==> src/rtl/mem_rr_arbiter_if.sv <==
`default_nettype none
// ============================================================================
// Module   : mem_rr_arbiter_if
// Brief    : Request/grant bundle between requestors and mem_rr_arbiter.
// Revision : 1.0 - initial release
// ============================================================================
interface mem_rr_arbiter_if #(
    parameter int NUM_REQ   = 4,
    parameter int MAX_BURST = 8,
    parameter int ID_W      = (NUM_REQ > 1) ? $clog2(NUM_REQ) : 1,
    parameter int CNT_W     = $clog2(MAX_BURST + 1)
);
    logic [NUM_REQ-1:0] req;
    logic [NUM_REQ-1:0] done;
    logic [NUM_REQ-1:0] grant;
    logic               grant_valid;
    logic [ID_W-1:0]    grant_id;
    logic [CNT_W-1:0]   burst_cnt;
    logic               arbiter_state;

    modport slave (
        input  req,
        input  done,
        output grant,
        output grant_valid,
        output grant_id,
        output burst_cnt,
        output arbiter_state
    );

    modport master (
        output req,
        output done,
        input  grant,
        input  grant_valid,
        input  grant_id,
        input  burst_cnt,
        input  arbiter_state
    );
endinterface
`default_nettype wire

==> src/rtl/mem_rr_arbiter.sv <==
`default_nettype none
// ============================================================================
// Module   : mem_rr_arbiter
// Brief    : Round-robin burst arbiter for a shared memory port, with
//            zero-bubble owner handoff, binary grant ID and debug status.
// Revision : 1.0 - initial release
// ============================================================================
module mem_rr_arbiter #(
    parameter int NUM_REQ   = 4,
    parameter int MAX_BURST = 8
) (
    input  logic                clk,
    input  logic                reset,
    mem_rr_arbiter_if.slave     bus
);
    localparam int ID_W  = (NUM_REQ > 1) ? $clog2(NUM_REQ) : 1;
    localparam int CNT_W = $clog2(MAX_BURST + 1);

    localparam logic [ID_W-1:0]  C_LAST = ID_W'(NUM_REQ - 1);
    localparam logic [CNT_W-1:0] C_MAX  = CNT_W'(MAX_BURST);
    localparam logic [CNT_W-1:0] C_ONE  = CNT_W'(1);

    typedef enum logic [0:0] {
        S_IDLE  = 1'b0,
        S_GRANT = 1'b1
    } state_t;

    state_t             r_state,     w_state_n;
    logic [NUM_REQ-1:0] r_grant,     w_grant_n;
    logic [ID_W-1:0]    r_grant_id,  w_grant_id_n;
    logic [CNT_W-1:0]   r_burst_cnt, w_burst_cnt_n;
    logic [ID_W-1:0]    r_last_ptr,  w_last_ptr_n;

    logic [NUM_REQ-1:0] w_cand;
    logic [ID_W-1:0]    w_idx;
    logic [ID_W-1:0]    w_win;
    logic               w_found;
    logic [NUM_REQ-1:0] w_win_oh;
    logic               w_owner_done;
    logic               w_owner_req;
    logic               w_others;
    logic               w_release;

    // Circular scan starting one past the last owner; while granted the
    // current owner is masked out so a release hands off to someone else.
    always_comb begin
        w_cand  = (r_state == S_GRANT) ? (bus.req & ~r_grant) : bus.req;
        w_found = 1'b0;
        w_win   = '0;
        w_idx   = r_last_ptr;
        for (int i = 0; i < NUM_REQ; i++) begin
            w_idx = (w_idx == C_LAST) ? '0 : w_idx + ID_W'(1);
            if (!w_found && w_cand[w_idx]) begin
                w_found = 1'b1;
                w_win   = w_idx;
            end
        end
    end

    assign w_win_oh     = NUM_REQ'(1) << w_win;
    assign w_owner_done = |(bus.done & r_grant);
    assign w_owner_req  = |(bus.req  & r_grant);
    assign w_others     = |(bus.req  & ~r_grant);
    assign w_release    = w_owner_done || !w_owner_req ||
                          ((r_burst_cnt == C_MAX) && w_others);

    always_comb begin
        w_state_n     = r_state;
        w_grant_n     = r_grant;
        w_grant_id_n  = r_grant_id;
        w_burst_cnt_n = r_burst_cnt;
        w_last_ptr_n  = r_last_ptr;
        case (r_state)
            S_IDLE: begin
                w_grant_n = '0;
                if (w_found) begin
                    w_state_n     = S_GRANT;
                    w_grant_n     = w_win_oh;
                    w_grant_id_n  = w_win;
                    w_burst_cnt_n = C_ONE;
                    w_last_ptr_n  = w_win;
                end
            end
            S_GRANT: begin
                if (w_release) begin
                    if (w_found) begin
                        w_grant_n     = w_win_oh;
                        w_grant_id_n  = w_win;
                        w_burst_cnt_n = C_ONE;
                        w_last_ptr_n  = w_win;
                    end else begin
                        w_state_n     = S_IDLE;
                        w_grant_n     = '0;
                        w_burst_cnt_n = '0;
                    end
                end else if (r_burst_cnt != C_MAX) begin
                    w_burst_cnt_n = r_burst_cnt + C_ONE;
                end
            end
            default: begin
                w_state_n     = S_IDLE;
                w_grant_n     = '0;
                w_burst_cnt_n = '0;
            end
        endcase
    end

    always_ff @(posedge clk or posedge reset) begin
        if (reset) begin
            r_state     <= S_IDLE;
            r_grant     <= '0;
            r_grant_id  <= '0;
            r_burst_cnt <= '0;
            r_last_ptr  <= C_LAST;
        end else begin
            r_state     <= w_state_n;
            r_grant     <= w_grant_n;
            r_grant_id  <= w_grant_id_n;
            r_burst_cnt <= w_burst_cnt_n;
            r_last_ptr  <= w_last_ptr_n;
        end
    end

    assign bus.grant         = r_grant;
    assign bus.grant_valid   = (r_state == S_GRANT);
    assign bus.grant_id      = r_grant_id;
    assign bus.burst_cnt     = r_burst_cnt;
    assign bus.arbiter_state = r_state;

endmodule
`default_nettype wire

==> src/flat_wrapper.sv <==
// flat-port wrapper written by rule: the top's interface ports become plain ports
module mem_rr_arbiter_flat 
#(
    parameter int NUM_REQ   = 4,
    parameter int MAX_BURST = 8
)
  (clk, reset, bus_req, bus_done, bus_grant, bus_grant_valid, bus_grant_id, bus_burst_cnt, bus_arbiter_state);
  mem_rr_arbiter_if #(.NUM_REQ(NUM_REQ), .MAX_BURST(MAX_BURST)) bus_i ();
  input  logic clk;
  input  logic reset;
  input wire logic [$bits(bus_i.req)-1:0] bus_req;
  input wire logic [$bits(bus_i.done)-1:0] bus_done;
  output wire logic [$bits(bus_i.grant)-1:0] bus_grant;
  output wire logic [$bits(bus_i.grant_valid)-1:0] bus_grant_valid;
  output wire logic [$bits(bus_i.grant_id)-1:0] bus_grant_id;
  output wire logic [$bits(bus_i.burst_cnt)-1:0] bus_burst_cnt;
  output wire logic [$bits(bus_i.arbiter_state)-1:0] bus_arbiter_state;
  assign bus_i.req = bus_req;
  assign bus_i.done = bus_done;
  assign bus_grant = bus_i.grant;
  assign bus_grant_valid = bus_i.grant_valid;
  assign bus_grant_id = bus_i.grant_id;
  assign bus_burst_cnt = bus_i.burst_cnt;
  assign bus_arbiter_state = bus_i.arbiter_state;
  mem_rr_arbiter #(.NUM_REQ(NUM_REQ), .MAX_BURST(MAX_BURST)) u_core (.clk(clk), .reset(reset), .bus(bus_i));
endmodule
==> config.mk <==
export PLATFORM = sky130hd
export DESIGN_NAME = mem_rr_arbiter_flat
export DESIGN_NICKNAME = d
export VERILOG_FILES = /design/src/rtl/mem_rr_arbiter_if.sv /design/src/rtl/mem_rr_arbiter.sv /design/src/flat_wrapper.sv
export SDC_FILE = /design/constraint.sdc
export NUM_CORES = 1
export LEC_CHECK = 0
export ABC_AREA = 1
export CORE_UTILIZATION = 50
export CTS_BUF_LIST = sky130_fd_sc_hd__clkbuf_16
export CTS_CLUSTER_SIZE = 24
export DETAILED_ROUTE_END_ITERATION = 7
export GPL_TIMING_DRIVEN = 1
export PLACE_DENSITY = 0.79
export SYNTH_ARGS = -nofsm -noshare
export SYNTH_HDL_FRONTEND = slang
export SYNTH_SLANG_ARGS = --single-unit
==> constraint.sdc <==
create_clock -name clk -period 2.3 [get_ports clk]
set_input_delay 0.46 -clock clk [delete_from_list [all_inputs] [get_ports clk]]
set_output_delay 0.46 -clock clk [all_outputs]
set_load 0.01 [all_outputs]
# Yosys cells after proc, flatten, opt, wreduce, memory -nomap -nowiden
# Cells that the tools add are included.
totals:
  rom_bits: 0
  latchBits: 0
  inputBits: 10
  n_memories: 0
  ramBits: 0
  output_inout_bits: 12
  wordCells: 81
  ff_bits: 13
classes:
  n_div: 0
  add_sub_neg: 5
  multipliers: 0
  order_cmp: 4
  shift: 1
  muxes: 38
  n_reduce_logical: 14
  n_eq_ne: 9
  bitwise: 5
op_table:
  columns: ["operator", "n"]
  rows:
  - ["$mux 2", 12]
  - ["$mux 4", 6]
  - ["$pmux 4 s2", 2]
  - ["$and 4x4->4", 3]
  - ["$lt 2x3->1 const B", 4]
  - ["$reduce_or 4->1", 3]
  - ["$mux 1", 11]
  - ["$add 2x1->2 const B", 4]
  - ["$bmux 1 s2", 4]
  - ["$eq 2x2->1 const B", 4]
  - ["$pmux 2 s2", 2]
  - ["$add 4x1->4 const B", 1]
  - ["$eq 4x4->1 const B", 1]
  - ["$logic_and 1x1->1", 4]
  - ["$logic_not 1->1", 4]
  - ["$ne 4x4->1 const B", 1]
  - ["$not 4->4", 1]
  - ["$shl 1x2->4 const A", 1]
  - ["$ne 3x3->1 const B", 1]
  - ["$logic_or 1x1->1", 2]
  - ["$ne 2x1->1 const B", 1]
  - ["$ne 2x2->1 const B", 1]
  - ["$pmux 1 s2", 1]
  - ["$reduce_and 2->1", 1]
  - ["$not 1->1", 1]

# Longest topological paths before layout
depth:
  ltp_word: 19
  ltp_mapped: 13
  mapped_depth_nobuf: 13

# Worst setup path after synthesis
# Ideal clock, no wire load.
synth_timing:
  path_kind: "flip-flop to flip-flop"
  start: "register u_core.r_last_ptr[0]"
  end: "register u_core.r_burst_cnt[0] (netlist: u_core.bus.burst_cnt[0])"
  synth_period_minus_slack_ps: 1884
  setup_slack_ps: 416
  stages_incl_launch_ff: 13
  t_arrival_ps: 1767
  t_required_ps: 2183
  path_cell_list: "dfstp_2 ha_1 inv_2 nand2_4 nand2_1 nand3_1 nand2_2 nor2_4 nand3b_4 nand2_4 nand2_4 nand2_1 nand2_1"
synth_via:
  elab_chain_len: 17
  elab_cells_between_ends: 35
  cone_classes: "add/sub: 4; eq/ne: 5; mux: 19; reduce/logical: 7"
synth_rtl:
  columns: ["element", "line_no", "rtl"]
  rows:
  - ["start, declared", "mem_rr_arbiter.sv:32", "logic [ID_W-1:0] r_last_ptr, w_last_ptr_n;"]
  - ["start signal, assigned", "mem_rr_arbiter.sv:120", "r_last_ptr <= w_last_ptr_n;"]
  - ["$add 2x1->2 or $eq 2x2->1 (tied branches)", "mem_rr_arbiter.sv:52", "w_idx = (w_idx == C_LAST) ? '0 : w_idx + ID_W'(1);"]
  - ["$mux 2 (*)", "mem_rr_arbiter.sv:52", null]
  - ["parallel branches: the longest is 11 deep, another holds $add 2x1->2", null, null]
  - ["$mux 1 (*)", "mem_rr_arbiter.sv:53", "if (!w_found && w_cand[w_idx]) begin"]
  - ["$mux 1", "mem_rr_arbiter.sv:86", "if (w_found) begin"]
  - ["$mux 4", "mem_rr_arbiter.sv:85", "if (w_release) begin"]
  - ["$pmux 4 s2", "mem_rr_arbiter.sv:73", "case (r_state)"]
  - ["end signal, assigned", "mem_rr_arbiter.sv:119", "r_burst_cnt <= w_burst_cnt_n;"]
  - ["end, declared", "mem_rr_arbiter.sv:31", "logic [CNT_W-1:0] r_burst_cnt, w_burst_cnt_n;"]
# Every way passes the cells marked *. The select of a mux whose other input is x is not followed.
# A chain may end at the register's enable or synchronous reset.

# Worst setup path in the final report
layout_timing:
  start: "register u_core.r_last_ptr[0]"
  end: "register u_core.r_burst_cnt[2] (netlist: u_core.bus.burst_cnt[2])"
layout_via:
  elab_chain_len: 16
  elab_cells_between_ends: 32
  cone_classes: "add/sub: 4; eq/ne: 5; mux: 16; reduce/logical: 7"
layout_rtl:
  columns: ["element", "line_no"]
  rows:
  - ["$add 2x1->2 or $eq 2x2->1 (tied branches)", "mem_rr_arbiter.sv:52"]
  - ["$mux 2 (*)", "mem_rr_arbiter.sv:52"]
  - ["parallel branches: the longest is 11 deep, another holds $add 2x1->2", null]
  - ["$mux 1 (*)", "mem_rr_arbiter.sv:53"]
  - ["$ne 2x1->1 (no source line) (*)", null]
  - ["$reduce_and 2->1 (no source line) (*)", null]
# Marks and branches as above.

==> metrics.yaml <==
synth_warnings: 0
final-hold-violation-count: 0
cts_tree: "done"
antenna_found_initial: 0
first_pass_grt_wire_length_mm: 5.05
max-vdd-ir-drop_mv: 1.19
synth_cells: 170
postSynth.topFlopCell: "dfrtp_1"
drt_wl_total_mm: 3.07
drt_first_pass_iters: 4
ys_seq_elements: 13
cp-start-kind: "register"
antenna_violating_nets_left: 0
worst_path_most_repeated_cell: "nand2_4"
fillers: 196
worstMarginPinSlew_ps: 474
cp_data_arrival_time_ps: 2270
power.density_cell_area_nw_per_um2: 1890
skew_pair_late_insertion_delay_ps: 240
critPathBufInv: 1
final_max_slew_viol_count: 0
synth-seq-area-share: 0.268
finalPower_uw: 2910
final.setup.worst_slack_ps: 197
fin_crit_sh: 0.914
syn_avg_cell_area_um2: 7.19
yosysMostFrequentCell: "nand2_1"
first_global_vias: 1188
area_growth_syn_to_layout_pct: 25.9
post_route_cells_drive_above_1_share: 0.211
tritoncts.num_buffers: 3
post-cts-setup-buffers: 0
async_flop_share: 1.00
worst_setup_path_end_kind: "register"
hold-path-endpoint: "u_core.r_last_ptr[1]"
route.detailed.vias_per_inst: 5.40
min_clock_period_post_route_ps: 2100
max_freq_mhz: 475
slew_headroom: 0.684
worst-r2r-setup-slack_ps: 200
maxcap_viol_count: 0
syn-cell-area_um2: 1220
worstRegToRegCells: 11
critical_path.reg2reg.endpoint: "u_core.bus.burst_cnt[2]"
final_routed_drc_violation_total: 0
overflow: 0
route.vias.total: 1198
fin_worst_skew_ps: 1.80
floorplan.die_area_um2: 2650
die_h_um: 51.4
synth.area.top_cells: "dfrtp_1 23%, nand2_1 18%, nand3_1 8.2%, nand3_2 7.4%, nand2_4 5.5%"
totalNegativeSetupSlack_ps: 0
nets: 208
post-place-cells: 218
post_cts_resized: 0
ctsRootBufferMaster: "clkbuf_16"
sinks_on_the_clock_net: 13
finish.utilization: 0.683
worst_path_cell_with_the_longest_stage_delay: "dfstp_2"
port-buffer-count: 21
rsz_0062_raised_after_global_routing: "no"
synth_nets: 183
crit_cells: 11
num_antenna_cells: 0
setup_ws_pre_cts_ps: 101
cp_slowest_stage_delay_ps: 590
grt_start_max_net_pins: 14
criticalPathCategory: "register to register"
cts.clk_slew.worst_paths_ps: 40
worst_setup_startpoint: "u_core.r_last_ptr[0]"
setup-violations-final: 0
critical_path.max_fanout: 7
die_width_um: 51.4
rows: 17
regToRegStartpoint: "u_core.r_last_ptr[0]"
synthTopCellsByCount: "58 x nand2_1, 20 x nand3_1, 12 x inv_1"
place_congestion: 0.916
postCtsHoldBufs: 0
hold_path.class: "register to register"
synth-edff-count: 0
start_util: 0.542
routedWlPerCell_um: 13.8
synth_top_area_frac: 0.225
ios: 22
worst_hold_path_cells: 2
grt_util_all_layers: 0.259
holdCritStartpoint: "u_core.r_last_ptr[1]"
synth.largest_area_cell: "dfrtp_1"
path_cells: "ha_1 > inv_2 > nand2_2 > nand2_4 > nand3_2 > o21ai_2 > nand3b_4 > nand2_4 > nand2_4 > nand2_1 > nand2_1"
multiInputGateArea_um2: 817
status: "finished clean"
seqCellArea_um2: 328
max_buffers_root_to_sink: 2
floorplan.core_area_um2: 2250
detailedRoute.firstIterationViolations: 26
worst_path_dominant_cell_family: "simple AND/OR/NAND/NOR gates"
place.detailed.hpwl_mm: 2.27
h-tree-depth: 1
critical_path_required_ps: 2470
power_leakage_uw: 0.000771
synth.distinct_cells: 28
fin_cells: 222
==> state kept, by name, summed over array words and instances, names as in the netlist <==
signal,flops
u_core.bus.grant_id,2
u_core.bus.burst_cnt,4
u_core.r_last_ptr,2
u_core.bus.grant,4
u_core.bus.arbiter_state,1
==> logic make-up (layout without fill, tap and decap cells) <==
group,after synthesis,in the layout,share of synthesized area
buffers and inverters,19,43,0.0635
DFF,13,13,0.268
AOI/OAI and AO/OA,15,15,0.0645
adders and majority gates,3,3,0.0307
and+or+nand+nor,118,118,0.559
xor gates and xnor gates,2,2,0.0143
==> final cells by class <==
cell class	instances	area share
Clock inverter	1	0.00244
Clock buffer	3	0.0488
Multi-Input combinational cell	138	0.531
Sequential cell	13	0.213
Inverter	18	0.0455
Timing Repair Buffer	21	0.137
Tap cell	28	0.0228
==> power breakdown <==
part           internal, uW  total (uW)  switching [uW]  leakage [uW]
clock network           228         313            84.6     0.0000423
registers               353         475             122      0.000158
logic                   780        2120            1340      0.000571
==> stage by stage <==
stage / hold slack [ps] / instance area (um^2)
after floorplan: 336 / 1220
after global placement: 471 / 1460
after detailed placement: 474 / 1460
after CTS: 481 / 1540
after global routing: 528 / 1540
final: 478 / 1540
==> how the worst max path moves through the flow <==
stage                                   end  slack (ps)
finish              u_core.bus.burst_cnt[2]         200
global route         u_core.bus.grant_id[1]          60
CTS                 u_core.bus.burst_cnt[2]         200
detailed placement   u_core.bus.grant_id[1]         100
global placement     u_core.bus.grant_id[1]         130
floorplan           u_core.bus.burst_cnt[0]         420
==> layer usage <==
layer	GRT usage	vias up	share of wire
met4	0.0450	0	0
met1	0.315	559	0.44
met2	0.474	35	0.52
met3	0.0476	0	0.047
li1	-	604	-
met5	0	-	0
==> worst register-to-register path, delay by kind of cell (launching register included) <==
kind / cells / cell delay (ps)
flip-flops: 1 / 590
adder cells (fa/ha/maj): 1 / 350
buffers and inverters: 1 / 170
AND/OR/NAND/NOR: 8 / 800
AO/OA/AOI/OAI: 1 / 130
==> placed cells by master (no fill, tap or decap), types with 4 or more instances in the layout <==
cell type	instances
nand2_1	58
clkdlybuf4s50_1	21
nand3_1	20
inv_1	13
dfrtp_1	11
nand3_2	9
nand2_2	7
nand2_4	6
a21oi_1	6
inv_2	5
o21ai_0	5
nor2_1	4
Power figures use the tool's default switching activity.
